===== src/rtl/zeroriscy_host_mmio.sv =====
// -----------------------------------------------------------------------------
// zeroriscy_host_mmio
// Host-interface slave on the zero-riscy data port. It decodes stores to the
// tohost word (and its alias) and to the console TX byte register. Console
// bytes are buffered in a FIFO that drains toward a UART/log sink. Sticky
// pass/fail/timeout status is exposed for benches and FPGA LEDs.
//
// Ports
//   clk, rst_n                 clock (posedge), asynchronous active-low reset
//   data_req_i .. data_wdata_i request side of the data port
//   data_gnt_o                 grant, combinational in the request cycle
//   data_rvalid_o/rdata_o      response, one cycle after each grant
//   char_valid_o/char_o        console byte stream (FIFO head)
//   char_ready_i               sink accepts the head byte (pop on valid&ready)
//   done_o, pass_o             sticky halt / pass indications
//   fail_code_o                tohost>>1 of the failing write, else 0
//   timeout_o                  sticky watchdog expiry
// -----------------------------------------------------------------------------
module zeroriscy_host_mmio #(
  parameter logic [31:0] TOHOST_ADDR  = 32'h8000_1000,
  parameter logic [31:0] TOHOST_ALIAS = 32'h8000_3000,
  parameter logic [31:0] CONSOLE_ADDR = 32'h9A10_0000,
  parameter int unsigned FIFO_DEPTH   = 16,
  parameter logic [63:0] MAX_CYCLES   = 64'd0
) (
  input  logic        clk,
  input  logic        rst_n,
  input  logic        data_req_i,
  input  logic        data_we_i,
  input  logic [3:0]  data_be_i,
  input  logic [31:0] data_addr_i,
  input  logic [31:0] data_wdata_i,
  output logic        data_gnt_o,
  output logic        data_rvalid_o,
  output logic [31:0] data_rdata_o,
  output logic        char_valid_o,
  output logic [7:0]  char_o,
  input  logic        char_ready_i,
  output logic        done_o,
  output logic        pass_o,
  output logic [30:0] fail_code_o,
  output logic        timeout_o
);

  localparam int unsigned AW = $clog2(FIFO_DEPTH);
  localparam logic [31:0] STATUS_ADDR = CONSOLE_ADDR + 32'd4;

  localparam logic [1:0] ST_RUN     = 2'd0;
  localparam logic [1:0] ST_PASS    = 2'd1;
  localparam logic [1:0] ST_FAIL    = 2'd2;
  localparam logic [1:0] ST_TIMEOUT = 2'd3;

  logic [7:0]  fifo_mem_r [FIFO_DEPTH];
  logic [AW:0] wr_ptr_r, rd_ptr_r, count_s;
  logic        empty_s, full_s, push_s, pop_s;
  logic        is_console_s, is_status_s, is_tohost_s, tohost_store_s;
  logic        gnt_s;
  logic [31:0] be_mask_s, tohost_val_s, load_data_s, tohost_r;
  logic [1:0]  state_r, state_next_s;
  logic [63:0] cycle_cnt_r;
  logic        rvalid_r, done_r, pass_r, timeout_r;
  logic [31:0] rdata_r;
  logic [30:0] fail_code_r;

  // Address decode, FIFO flags and the grant/push/pop qualifiers.
  always_comb begin
    is_console_s   = (data_addr_i == CONSOLE_ADDR);
    is_status_s    = (data_addr_i == STATUS_ADDR);
    is_tohost_s    = (data_addr_i == TOHOST_ADDR) || (data_addr_i == TOHOST_ALIAS);
    count_s        = wr_ptr_r - rd_ptr_r;
    empty_s        = (wr_ptr_r == rd_ptr_r);
    full_s         = (count_s == (AW+1)'(FIFO_DEPTH));
    // Stall only on a console push into a FIFO that was full at the start of
    // the cycle; a concurrent pop frees the slot for the next cycle only.
    gnt_s          = rst_n & data_req_i &
                     ~(data_we_i & is_console_s & data_be_i[0] & full_s);
    push_s         = gnt_s & data_we_i & is_console_s & data_be_i[0];
    pop_s          = char_ready_i & ~empty_s;
    tohost_store_s = gnt_s & data_we_i & is_tohost_s;
    be_mask_s      = {{8{data_be_i[3]}}, {8{data_be_i[2]}},
                      {8{data_be_i[1]}}, {8{data_be_i[0]}}};
    tohost_val_s   = data_wdata_i & be_mask_s;
  end

  // Load data mux; console TX and unmapped addresses read as zero.
  always_comb begin
    load_data_s = 32'd0;
    if (is_status_s) begin
      load_data_s = {16'h0000, 8'(count_s), 4'h0, timeout_r, done_r, empty_s, full_s};
    end else if (is_tohost_s) begin
      load_data_s = tohost_r;
    end else begin
      load_data_s = 32'd0;
    end
  end

  // Halt FSM next state; a PASS/FAIL store beats a same-cycle watchdog expiry.
  always_comb begin
    state_next_s = state_r;
    case (state_r)
      ST_RUN: begin
        if (tohost_store_s && (tohost_val_s != 32'd0)) begin
          state_next_s = (tohost_val_s == 32'd1) ? ST_PASS : ST_FAIL;
        end else if ((MAX_CYCLES != 64'd0) && (cycle_cnt_r == MAX_CYCLES)) begin
          state_next_s = ST_TIMEOUT;
        end else begin
          state_next_s = ST_RUN;
        end
      end
      ST_PASS, ST_FAIL, ST_TIMEOUT: state_next_s = state_r;
      default: state_next_s = ST_RUN;
    endcase
  end

  // FIFO storage; contents need no reset because reads are gated by empty.
  always_ff @(posedge clk) begin
    if (push_s) begin
      fifo_mem_r[wr_ptr_r[AW-1:0]] <= data_wdata_i[7:0];
    end
  end

  // FIFO pointers, bus response, tohost capture, FSM and sticky status.
  always_ff @(posedge clk or negedge rst_n) begin
    if (!rst_n) begin
      wr_ptr_r    <= '0;
      rd_ptr_r    <= '0;
      rvalid_r    <= 1'b0;
      rdata_r     <= 32'd0;
      tohost_r    <= 32'd0;
      state_r     <= ST_RUN;
      cycle_cnt_r <= 64'd0;
      done_r      <= 1'b0;
      pass_r      <= 1'b0;
      timeout_r   <= 1'b0;
      fail_code_r <= 31'd0;
    end else begin
      if (push_s) wr_ptr_r <= wr_ptr_r + {{AW{1'b0}}, 1'b1};
      if (pop_s)  rd_ptr_r <= rd_ptr_r + {{AW{1'b0}}, 1'b1};
      rvalid_r <= gnt_s;
      rdata_r  <= (gnt_s && !data_we_i) ? load_data_s : 32'd0;
      if (tohost_store_s) tohost_r <= tohost_val_s;
      if (state_r == ST_RUN) cycle_cnt_r <= cycle_cnt_r + 64'd1;
      state_r   <= state_next_s;
      done_r    <= (state_next_s != ST_RUN);
      pass_r    <= (state_next_s == ST_PASS);
      timeout_r <= (state_next_s == ST_TIMEOUT);
      if ((state_r == ST_RUN) && (state_next_s == ST_FAIL)) begin
        fail_code_r <= tohost_val_s[31:1];
      end
    end
  end

  assign data_gnt_o    = gnt_s;
  assign data_rvalid_o = rvalid_r;
  assign data_rdata_o  = rdata_r;
  assign char_valid_o  = ~empty_s;
  assign char_o        = empty_s ? 8'h00 : fifo_mem_r[rd_ptr_r[AW-1:0]];
  assign done_o        = done_r;
  assign pass_o        = pass_r;
  assign fail_code_o   = fail_code_r;
  assign timeout_o     = timeout_r;

endmodule


===== config.mk =====
export PLATFORM = sky130hd
export DESIGN_NAME = zeroriscy_host_mmio
export DESIGN_NICKNAME = d
export VERILOG_FILES = /design/src/rtl/zeroriscy_host_mmio.sv
export SDC_FILE = /design/constraint.sdc
export NUM_CORES = 1
export LEC_CHECK = 0
export BUFFER_PORTS_ARGS = -buffer_cell sky130_fd_sc_hd__clkbuf_2
export CAP_MARGIN = 20
export CORE_MARGIN = 2
export CORE_UTILIZATION = 35
export DETAILED_ROUTE_END_ITERATION = 10
export GPL_ROUTABILITY_DRIVEN = 0
export PLACE_DENSITY_LB_ADDON = 0.05
export SLEW_MARGIN = 20
export SYNTH_ARGS = -nofsm -noshare
export SYNTH_HDL_FRONTEND = slang
export SYNTH_SLANG_ARGS = --single-unit
export TNS_END_PERCENT = 20

===== constraint.sdc =====
create_clock -name clk -period 4.12 [get_ports clk]
set_clock_uncertainty 0.2 [all_clocks]
set_input_delay 0.206 -clock clk [delete_from_list [all_inputs] [get_ports clk]]
set_output_delay 0.206 -clock clk [all_outputs]
set_load 0.01 [all_outputs]

==> results.md, run 1 <==
- Latest clock arrival within the worst-skew pair: approximately 0.55 ns
- Fin Hold WS: approximately 0.023 ns
- CP arrival: 3.22 ns
- Ys flop type: edfxtp_1
- Area grow syn2layout: 28.2%
- Max-cap violation count: 0
- Die width: 171 µm
- Total grt overflow: 0
- Initial antenna violation count: 0
- Placed Cells: about 1100
- Yosys warns: 0
- CP top delay family: compound AO/OA/AOI/OAI gates
- # H-tree levels: 1
- Mapped Cells: 590
- Critical path type: flip-flop to primary output
- Post-CTS setup buffer count: 0
- Starting density of the core: 35.3%
- Most common cell after layout, fill and taps aside: clkbuf_2
- Fmax: 276 MHz
- Status: finished clean
- Yosys cell types: 50
- FF+latch count, synth: 239
- Peak VDD IR: approximately 0.00028 V
- Post-route total power: 6370 µW
- First-pass GRT wire length: 38700 µm
- Slew Viols, Final: 0
- Storage cell area: 6620 µm²
- PD cells: 511 nW/µm²
- Routed len/inst: 20.8 µm
- Detailed router's first-iteration violation count: 407
- CTS Buf Count: 28
- Critical Path RT: between 3 and 4 ns
- Final setup vio count: 0
- Reg clk slew, reported paths: 0.06 ns
- CTS root buf: clkbuf_16
- Unrepaired setup endpoints after global routing: no
- FP Rows: 61
- IO buf count: ~150
- Nets: around 900
- CTS tree: yes
- Worst path cell trace: inv_1, ha_1, and3b_1, or3_1, a2111oi_4, a31oi_1, clkbuf_2
- Die area: about 29000 µm²
- Post-Syn Area per Cell: roughly 16 µm²
- Cell Area, Synth: 9720 µm²
- Area after DPL: 10900 µm²
- Worst path bufs/invs: 2
- Total number of vias: around 5900
- Share of layout cells above drive strength 1: 36.8%
- Worst slew pin tran: 0.798 ns
- Final Critical Period: ~3.6 ns
- Ys async rst share: a little under half
- Largest net degree at the start of global routing: 60
- DR DRC count: 0
- Routed WL: 25200 µm
- Chip height: roughly 170 µm
- Sink Count: 239
- Vias in the first global route: ~6400
- Most frequent cells in the layout: clkbuf_2, edfxtp_1, dfrtp_1
- Mapped Nets: just under 700
- Clk buf depth: 3
- EDFF count, synth: 128
- Max-Slew Margin vs Limit: 46.3%
- Antenna diodes: 0
- Sequential area share after synthesis: 68.1%
- CP max-delay cell: dfrtp_1
- Finished Layout Cells: 1214
- CP startpoint kind: flip-flop
- Total track usage: 17.7%
- Detailed Routing Iterations Pass 1: 4
- Multi-input gate area: 2930 µm²
- Routed Antenna Nets: 0
- Post-DP HPWL: 16900 µm
- CP max FO: 12
- CP endpoint kind: primary output
- Vias per std cell: 4.88
- HP Class: primary input to flip-flop
- # resized after CTS: 0
- Ports: 150
- Final period utilization: 88.0%
- Fill count: 2478
- Core Area: 27600 µm²
- CTS hold repair buffers: 58
- CP max stage delay: about 0.66 ns
- Pleak: 0.00533 µW
- Setup TNS: 0 ns
- Final instance area: ~12000 µm²
- Final hold violation count: 0
-- cell families after synthesis --
kind of cell | share of synthesized area [%]
flops | 68.1
compound gates | 2.51
mux | 15.4
simple gates | 9.89
xor+xnor | 0.901
fa+ha+maj | 1.36
buf+inv | 1.79
-- final timing paths --
kind,slack (ns),from,cells after the start,to
min in group asynchronous,0.16,rst_n,3,data_rdata_o[11]$_DFF_PN0_
max in group asynchronous,2.32,rst_n,4,data_rdata_o[27]$_DFF_PN0_
worst max-delay path,0.50,rd_ptr_r[2]$_DFFE_PN0P_,7,data_gnt_o
worst min-delay path,0.02,data_wdata_i[6],2,fifo_mem_r[14][6]$_DFFE_PP_
worst min register to register,0.27,tohost_r[28]$_DFFE_PN0P_,1,data_rdata_o[28]$_DFF_PN0_
worst max register to register,0.67,rd_ptr_r[2]$_DFFE_PN0P_,7,fifo_mem_r[11][6]$_DFFE_PP_
-- per-stage QoR --
step / worst slack, ns / utilization (%)
after CTS: 0.455 / 45.2
after floorplan: 0.601 / -
after global routing: 0.296 / 45.2
after global placement: 0.764 / 39.7
after detailed placement: 0.660 / 39.7
final: 0.496 / 45.2
-- layout make-up --
class | count | share of cell area (%)
well taps | 378 | 3.79
flip-flops and latches | 239 | 53.1
clock buffers | 31 | 5.71
clock inverters | 21 | 1.88
inverters | 17 | 0.512
repair buffers | 220 | 11.4
multi-input cells | 308 | 23.5
-- per-layer routing --
metal	vias up	share of wire, %	GRT usage, %
met3	43	7.5	4.83
met2	186	48	28.9
met5	-	0	0
li1	2671	-	-
met4	0	2.8	5.46
met1	3021	42	23.2
-- power breakdown --
part | switching, µW | internal [µW]
combinational | 651 | 633
sequential | 39.6 | 2550
clock | 995 | 1500
total | 1680 | 4690
-- state kept, by name, indices dropped and copies added, names as in the netlist --
| register | flops |
|---|---|
| fail_code_o | 31 |
| tohost_r | 32 |
| pass_o | 1 |
| data_rvalid_o | 1 |
| rd_ptr_r | 5 |
| wr_ptr_r | 5 |
| done_o | 1 |
| data_rdata_o | 32 |
| timeout_o | 1 |
| fifo_mem_r | 128 |
| state_r | 2 |
-- synth_stat cells (2+ instances only) --
cell type,count,area (µm²)
xnor2_1,4,35.0
nor2_1,16,60.1
nor4_2,4,50.1
mux2_2,47,529
nor4_1,4,25.0
and2_1,50,313
inv_1,16,60.1
nor2b_1,11,68.8
a22oi_1,8,60.1
dfrtp_1,111,2780
o31ai_1,2,15.0
and3_1,11,68.8
nor3_1,3,15.0
o21ai_1,2,10.0
a21oi_1,2,10.0
or4_1,7,52.6
mux2i_1,7,70.1
and4_1,3,26.3
nand3_1,6,30.0
nand2_1,22,82.6
buf_2,10,50.1
clkbuf_1,14,52.6
ha_1,9,113
mux4_2,40,901
xor2_1,6,52.6
buf_1,2,7.51
o21ai_0,13,65.1
edfxtp_1,128,3840
nand4_1,8,50.1
or3_1,4,25.0
No activity file was read; power rests on OpenSTA's default activity.
==> inputs of run 2 (changes only) <==
--- a/config.mk
+++ b/config.mk
@@ -8,10 +8,11 @@
 export BUFFER_PORTS_ARGS = -buffer_cell sky130_fd_sc_hd__clkbuf_2
 export CAP_MARGIN = 20
 export CORE_MARGIN = 2
-export CORE_UTILIZATION = 35
+export CORE_UTILIZATION = 57
 export DETAILED_ROUTE_END_ITERATION = 10
 export GPL_ROUTABILITY_DRIVEN = 0
 export PLACE_DENSITY_LB_ADDON = 0.05
+export RECOVER_POWER = 100
 export SLEW_MARGIN = 20
 export SYNTH_ARGS = -nofsm -noshare
 export SYNTH_HDL_FRONTEND = slang
==> results.md, run 2 (same netlist as run 1, synthesis figures left out) <==
- Status: finished with violations
- Failing checks: max-capacitance violations, max-slew violations
- Area after DPL: 10700 µm² (-1.8%)
- CP arrival: 3.71 ns (+0.49 ns)
- CTS tree: yes
- Critical path type: flip-flop to flip-flop
- Peak VDD IR: 0.000361 V (+27%)
- CP max FO: 12 (unchanged)
- Setup TNS: 0 ns (unchanged)
- Total grt overflow: 0 (unchanged)
- Nets: 887 (-1.1%)
- Fill count: 1095 (-56%)
- Post-DP HPWL: 15100 µm (-11%)
- # resized after CTS: 0 (unchanged)
- Clock power frac: 36.5% (-2.7 points)
- Ports: 150 (unchanged)
- Sink Count: 239 (unchanged)
- Vias per std cell: 5.68 (+16%)
- Final instance area: 11900 µm² (-4.5%)
- Chip height: 135 µm (-21%)
- Routed WL: 22700 µm (-9.8%)
- # H-tree levels: 1 (unchanged)
- Fmax: 267 MHz (-3.1%)
- Max-cap violation count: 1 (+1)
- Setup WS pre-CTS: 0.684 ns (+0.0236 ns)
- Most common cell after layout, fill and taps aside: edfxtp_1
- Starting density of the core: 58.4% (+23 points)
- FP Rows: 47 (-23%)
- CTS hold repair buffers: 51 (-12%)
- Final setup vio count: 0 (unchanged)
- Max-Slew Margin vs Limit: -11.7% (-58 points)
- First-pass GRT wire length: 35300 µm (-8.7%)
- Largest net degree at the start of global routing: 70 (+17%)
- DR DRC count: 0 (unchanged)
- Final Critical Period: 3.74 ns (+0.116 ns)
- Max FFs per register: 128 (unchanged)
- PD cells: 504 nW/µm² (-1.5%)
- Total track usage: 26.0% (+8.2 points)
- Latest clock arrival within the worst-skew pair: 0.51 ns (-0.04 ns)
- Sw power: 1540 µW (-8.5%)
- CTS Buf Count: 25 (-11%)
- Finished Layout Cells: 1042 (-14%)
- Detailed router's first-iteration violation count: 349 (-14%)
- CTS root buf: clkbuf_16
- Met2 wire len: 11400 µm (-5.2%)
- Critical Path RT: 4.09 ns (+0.38 ns)
- Combinational power share: 20.4% (+0.2 points)
- HP Class: primary input to flip-flop
- Slew Viols, Final: 70 (+70)
- Unrepaired setup endpoints after global routing: no
- Routed Antenna Nets: 0 (unchanged)
- Final hold violation count: 0 (unchanged)
- M1 WL: 8560 µm (-19%)
- Routed len/inst: 21.8 µm (+5.1%)
- Most frequent cells in the layout: edfxtp_1, dfrtp_1, clkbuf_1
- Met3 routed WL: 2030 µm (+7.7%)
- Worst slew pin tran: 1.68 ns (+0.877 ns)
- IO buf count: 149 (unchanged)
- Core Area: 16600 µm² (-40%)
- Total number of vias: 5916 (-0.084%)
- CP endpoint kind: flip-flop
- Final period utilization: 90.8% (+2.8 points)
- CP startpoint kind: flip-flop
- Antenna diodes: 0 (unchanged)
- Placed Cells: 946 (-14%)
- Sw Share: 25.7% (-0.71 points)
- Die area: 18100 µm² (-38%)
- Final Core Density: 71.5% (+26 points)
- Vias in the first global route: 6343 (-0.16%)
- Smallest setup slack after layout: 0.380 ns (-0.116 ns)
- Post-CTS setup buffer count: 0 (unchanged)
- Initial antenna violation count: 0 (unchanged)
- Reg clk slew, reported paths: 0.06 ns (about the same)
- Clk buf depth: 3 (unchanged)
- Sequential power share: 43.2% (+2.6 points)
- Die width: 135 µm (-21%)
- Area grow syn2layout: 22.5%
- Pleak: 0.00490 µW (-8.1%)
- Top Layer Used: met4
- Detailed Routing Iterations Pass 1: 5 (+1)
- P_int: 4450 µW (-5.0%)
- Share of layout cells above drive strength 1: 25.3% (-12 points)
-- run 2: worst max-delay path, stage by stage (launching register included) --
cell and delay [ns]:
dfrtp_1 0.64, inv_1 0.10, ha_1 0.37, and3b_1 0.22
o21ai_0 0.37, a2111oi_4 0.19, nor3b_1 0.74, and2_0 0.56
-- run 2: layout make-up --
class	count	area [µm²]	area share, %
multi-input combinational	308	2910	24.4
clock buffer	34	729	6.13
sequential	239	6620	55.6
inverter	17	63.8	0.536
clock inverter	11	86.3	0.725
timing repair buffer	213	1220	10.2
tap	220	275	2.31
-- run 2: stage by stage --
stage               total power, µW  hold slack, ns
floorplan                      3470          -0.290
global placement               3820           0.187
detailed placement             3850           0.198
CTS                            6060         0.00358
global route                   6230          0.0272
finish                         5990         0.00350
-- run 2: path summary, 6_finish.rpt --
check                                          from                     endpoint  slack [ns]  depth (start not counted)
max reg2reg                 rd_ptr_r[2]$_DFFE_PN0P_   fifo_mem_r[3][6]$_DFFE_PP_        0.38                          7
max                         rd_ptr_r[2]$_DFFE_PN0P_   fifo_mem_r[3][6]$_DFFE_PP_        0.38                          7
min                                    data_be_i[1]  fail_code_o[14]$_DFFE_PN0P_       0.003                          3
min in group asynchronous                     rst_n      wr_ptr_r[4]$_DFFE_PN0P_        0.37                          3
min reg2reg                tohost_r[29]$_DFFE_PN0P_   data_rdata_o[29]$_DFF_PN0_        0.25                          1
max in group asynchronous                     rst_n     tohost_r[29]$_DFFE_PN0P_        1.32                          4
-- run 2: power groups by stage --
stage	registers, µW	logic [µW]	clock network [µW]
after CTS	2590	1260	2220
after floorplan	2610	857	0
after global placement	2630	1190	0
final	2590	1220	2190
after global routing	2590	1310	2330
after detailed placement	2630	1220	0
-- run 2: per-layer routing --
metal	global-route usage [%]	up-vias
li1	-	2650
met1	33.6	2985
met2	43.1	234
met3	6.38	47
met4	9.82	0
met5	0	-
==> inputs of run 3 (changes only) <==
--- a/config.mk
+++ b/config.mk
@@ -8,7 +8,8 @@
 export BUFFER_PORTS_ARGS = -buffer_cell sky130_fd_sc_hd__clkbuf_2
 export CAP_MARGIN = 20
 export CORE_MARGIN = 2
-export CORE_UTILIZATION = 57
+export CORE_UTILIZATION = 59
+export CTS_BUF_LIST = sky130_fd_sc_hd__clkbuf_8
 export DETAILED_ROUTE_END_ITERATION = 10
 export GPL_ROUTABILITY_DRIVEN = 0
 export PLACE_DENSITY_LB_ADDON = 0.05
==> results.md, run 3 (same netlist as run 1, synthesis figures left out) <==
- Max-cap violation count: 1 (unchanged)
- Slew Viols, Final: 67 (-4.3%)
- Post-DP HPWL: 15200 µm (+0.61%)
- Setup TNS: 0 ns (unchanged)
- Worst slew pin tran: 1.59 ns (-0.0873 ns)
- Max-Slew Margin vs Limit: -5.89% (+5.8 points)
- CTS Buf Count: 38 (+52%)
- First-pass GRT wire length: 36400 µm (+3.1%)
- Ports: 150 (unchanged)
- Most frequent cells in the layout: edfxtp_1, dfrtp_1, clkbuf_1
- Sw power: 1560 µW (+1.4%)
- HP Class: primary input to flip-flop
- Routed len/inst: 21.5 µm (-1.4%)
- Clock power frac: 33.0% (-3.5 points)
- Largest net degree at the start of global routing: 67 (-4.3%)
- FF-to-FF setup slack: 0.45 ns (+0.07 ns)
- CP arrival: 3.70 ns (about the same)
- Max FFs per register: 128 (unchanged)
- Vias per std cell: 5.70 (+0.42%)
- P_int: 4150 µW (-6.9%)
- Vias in the first global route: 6592 (+3.9%)
- Nets: 903 (+1.8%)
- Latest clock arrival within the worst-skew pair: 0.55 ns (+0.04 ns)
- Reg clk slew, reported paths: 0.06 ns (about the same)
- CP endpoint kind: flip-flop
- PD cells: 482 nW/µm² (-4.2%)
- CP max stage delay: 0.48 ns (-0.26 ns)
- Total track usage: 27.4% (+1.4 points)
- CP max FO: 14 (+2)
- Combinational power share: 22.0% (+1.6 points)
- Unrepaired setup endpoints after global routing: no
- Starting density of the core: 60.8% (+2.3 points)
- Peak VDD IR: 0.000298 V (-17%)
- Die area: 17500 µm² (-3.3%)
- CTS root buf: clkbuf_8
- Pleak: 0.00495 µW (+0.99%)
- Most frequent cell on the critical path: inv_1
- Area grow syn2layout: 21.8%
- Final period utilization: 89.0% (-1.8 points)
- Sequential power share: 45.0% (+1.8 points)
- Critical Path RT: 4.15 ns (+0.06 ns)
- Chip height: 132 µm (-1.7%)
- Final Critical Period: 3.67 ns (-0.0725 ns)
- CP startpoint kind: flip-flop
- CTS tree: yes
- Sw Share: 27.4% (+1.7 points)
- Final hold violation count: 0 (unchanged)
- Core Area: 16000 µm² (-3.9%)
- Die width: 132 µm (-1.7%)
- Final setup vio count: 0 (unchanged)
- # H-tree levels: 2 (+1)
- Detailed router's first-iteration violation count: 432 (+24%)
- DR DRC count: 0 (unchanged)
- Status: finished with violations
- Initial antenna violation count: 0 (unchanged)
- CP max-delay cell: a2111oi_4
- Clk buf depth: 3 (unchanged)
- Critical path type: flip-flop to flip-flop
- Worst path cell trace: inv_1, ha_1, inv_1, fa_1, xor2_1, or3_1, a2111oi_4, nor2_1, clkbuf_1, and3_1
- Share of layout cells above drive strength 1: 25.1% (-0.19 points)
- Antenna diodes: 0 (unchanged)
- Routed WL: 22900 µm (+0.69%)
- Sink Count: 239 (unchanged)
- Total number of vias: 6066 (+2.5%)
- Fmax: 273 MHz (+2.0%)
- Routed Antenna Nets: 0 (unchanged)
- Most common cell after layout, fill and taps aside: edfxtp_1
- IO buf count: 149 (unchanged)
- Total grt overflow: 0 (unchanged)
- FP Rows: 46 (-2.1%)
- Failing checks: max-capacitance violations, max-slew violations
- Final Core Density: 74.0% (+2.5 points)
- Detailed Routing Iterations Pass 1: 4 (-1)
## run 3: critical path, delay by kind of cell, from the launching register on
family          cells  cell delay, ns
buf+inv             3            0.56
xor+xnor            1            0.20
flops               1            0.41
simple gates        3            0.89
compound gates      1            0.48
fa+ha+maj           2            0.60
## run 3: repair_timing
action	in CTS	in global routing
hold buffers	56	0
hold endpoints to repair	117	0
buffers inserted	0	0
gates resized for setup	0	0
## run 3: layout make-up
type / count / area [µm²]
repair buffers: 216 / 1260
flip-flops and latches: 239 / 6620
clock inverters: 27 / 144
clock buffers: 41 / 564
well taps: 216 / 270
multi-input cells: 308 / 2910
inverters: 17 / 63.8
fillers: 1120 / 4160
## run 3: power groups by stage
| stage | Combinational [µW] | Sequential, µW | Clock [µW] |
|---|---|---|---|
| after global routing | 1360 | 2570 | 2030 |
| final | 1260 | 2570 | 1880 |
| after floorplan | 857 | 2610 | 0 |
| after detailed placement | 1260 | 2620 | 0 |
| after global placement | 1220 | 2610 | 0 |
| after CTS | 1300 | 2570 | 1920 |
## run 3: path summary, 6_finish.rpt
path,endpoint,cells past startpoint,start
max in group asynchronous,data_rdata_o[5]$_DFF_PN0_,4,rst_n
worst min-delay path,data_rdata_o[12]$_DFF_PN0_,5,data_addr_i[2]
worst max-delay path,fifo_mem_r[2][3]$_DFFE_PP_,10,wr_ptr_r[0]$_DFFE_PN0P_
worst min register to register,data_rdata_o[23]$_DFF_PN0_,1,tohost_r[23]$_DFFE_PN0P_
min in group asynchronous,tohost_r[0]$_DFFE_PN0P_,3,rst_n
worst max register to register,fifo_mem_r[2][3]$_DFFE_PP_,10,wr_ptr_r[0]$_DFFE_PN0P_
## run 3: per-stage QoR
stage / setup slack (ns) / std cells / power [µW] / instance area, µm² / hold WS, ns
floorplan: 0.601 / 590 / 3470 / 9720 / -0.290
global placement: 0.839 / 940 / 3830 / 10700 / 0.195
detailed placement: 0.715 / 940 / 3870 / 10700 / 0.198
CTS: 0.478 / 1064 / 5790 / 12000 / 0.00452
global route: 0.209 / 1064 / 5960 / 11800 / 0.0776
finish: 0.452 / 1064 / 5710 / 11800 / 0.0326
## run 3: layer usage
layer / up-vias / track usage (%) / wire, µm
met4: 0 / 10.5 / 703
met1: 3077 / 34.6 / 8660
li1: 2687 / - / -
met3: 47 / 7.19 / 1840
met5: - / 0 / 0
met2: 255 / 46.0 / 11700
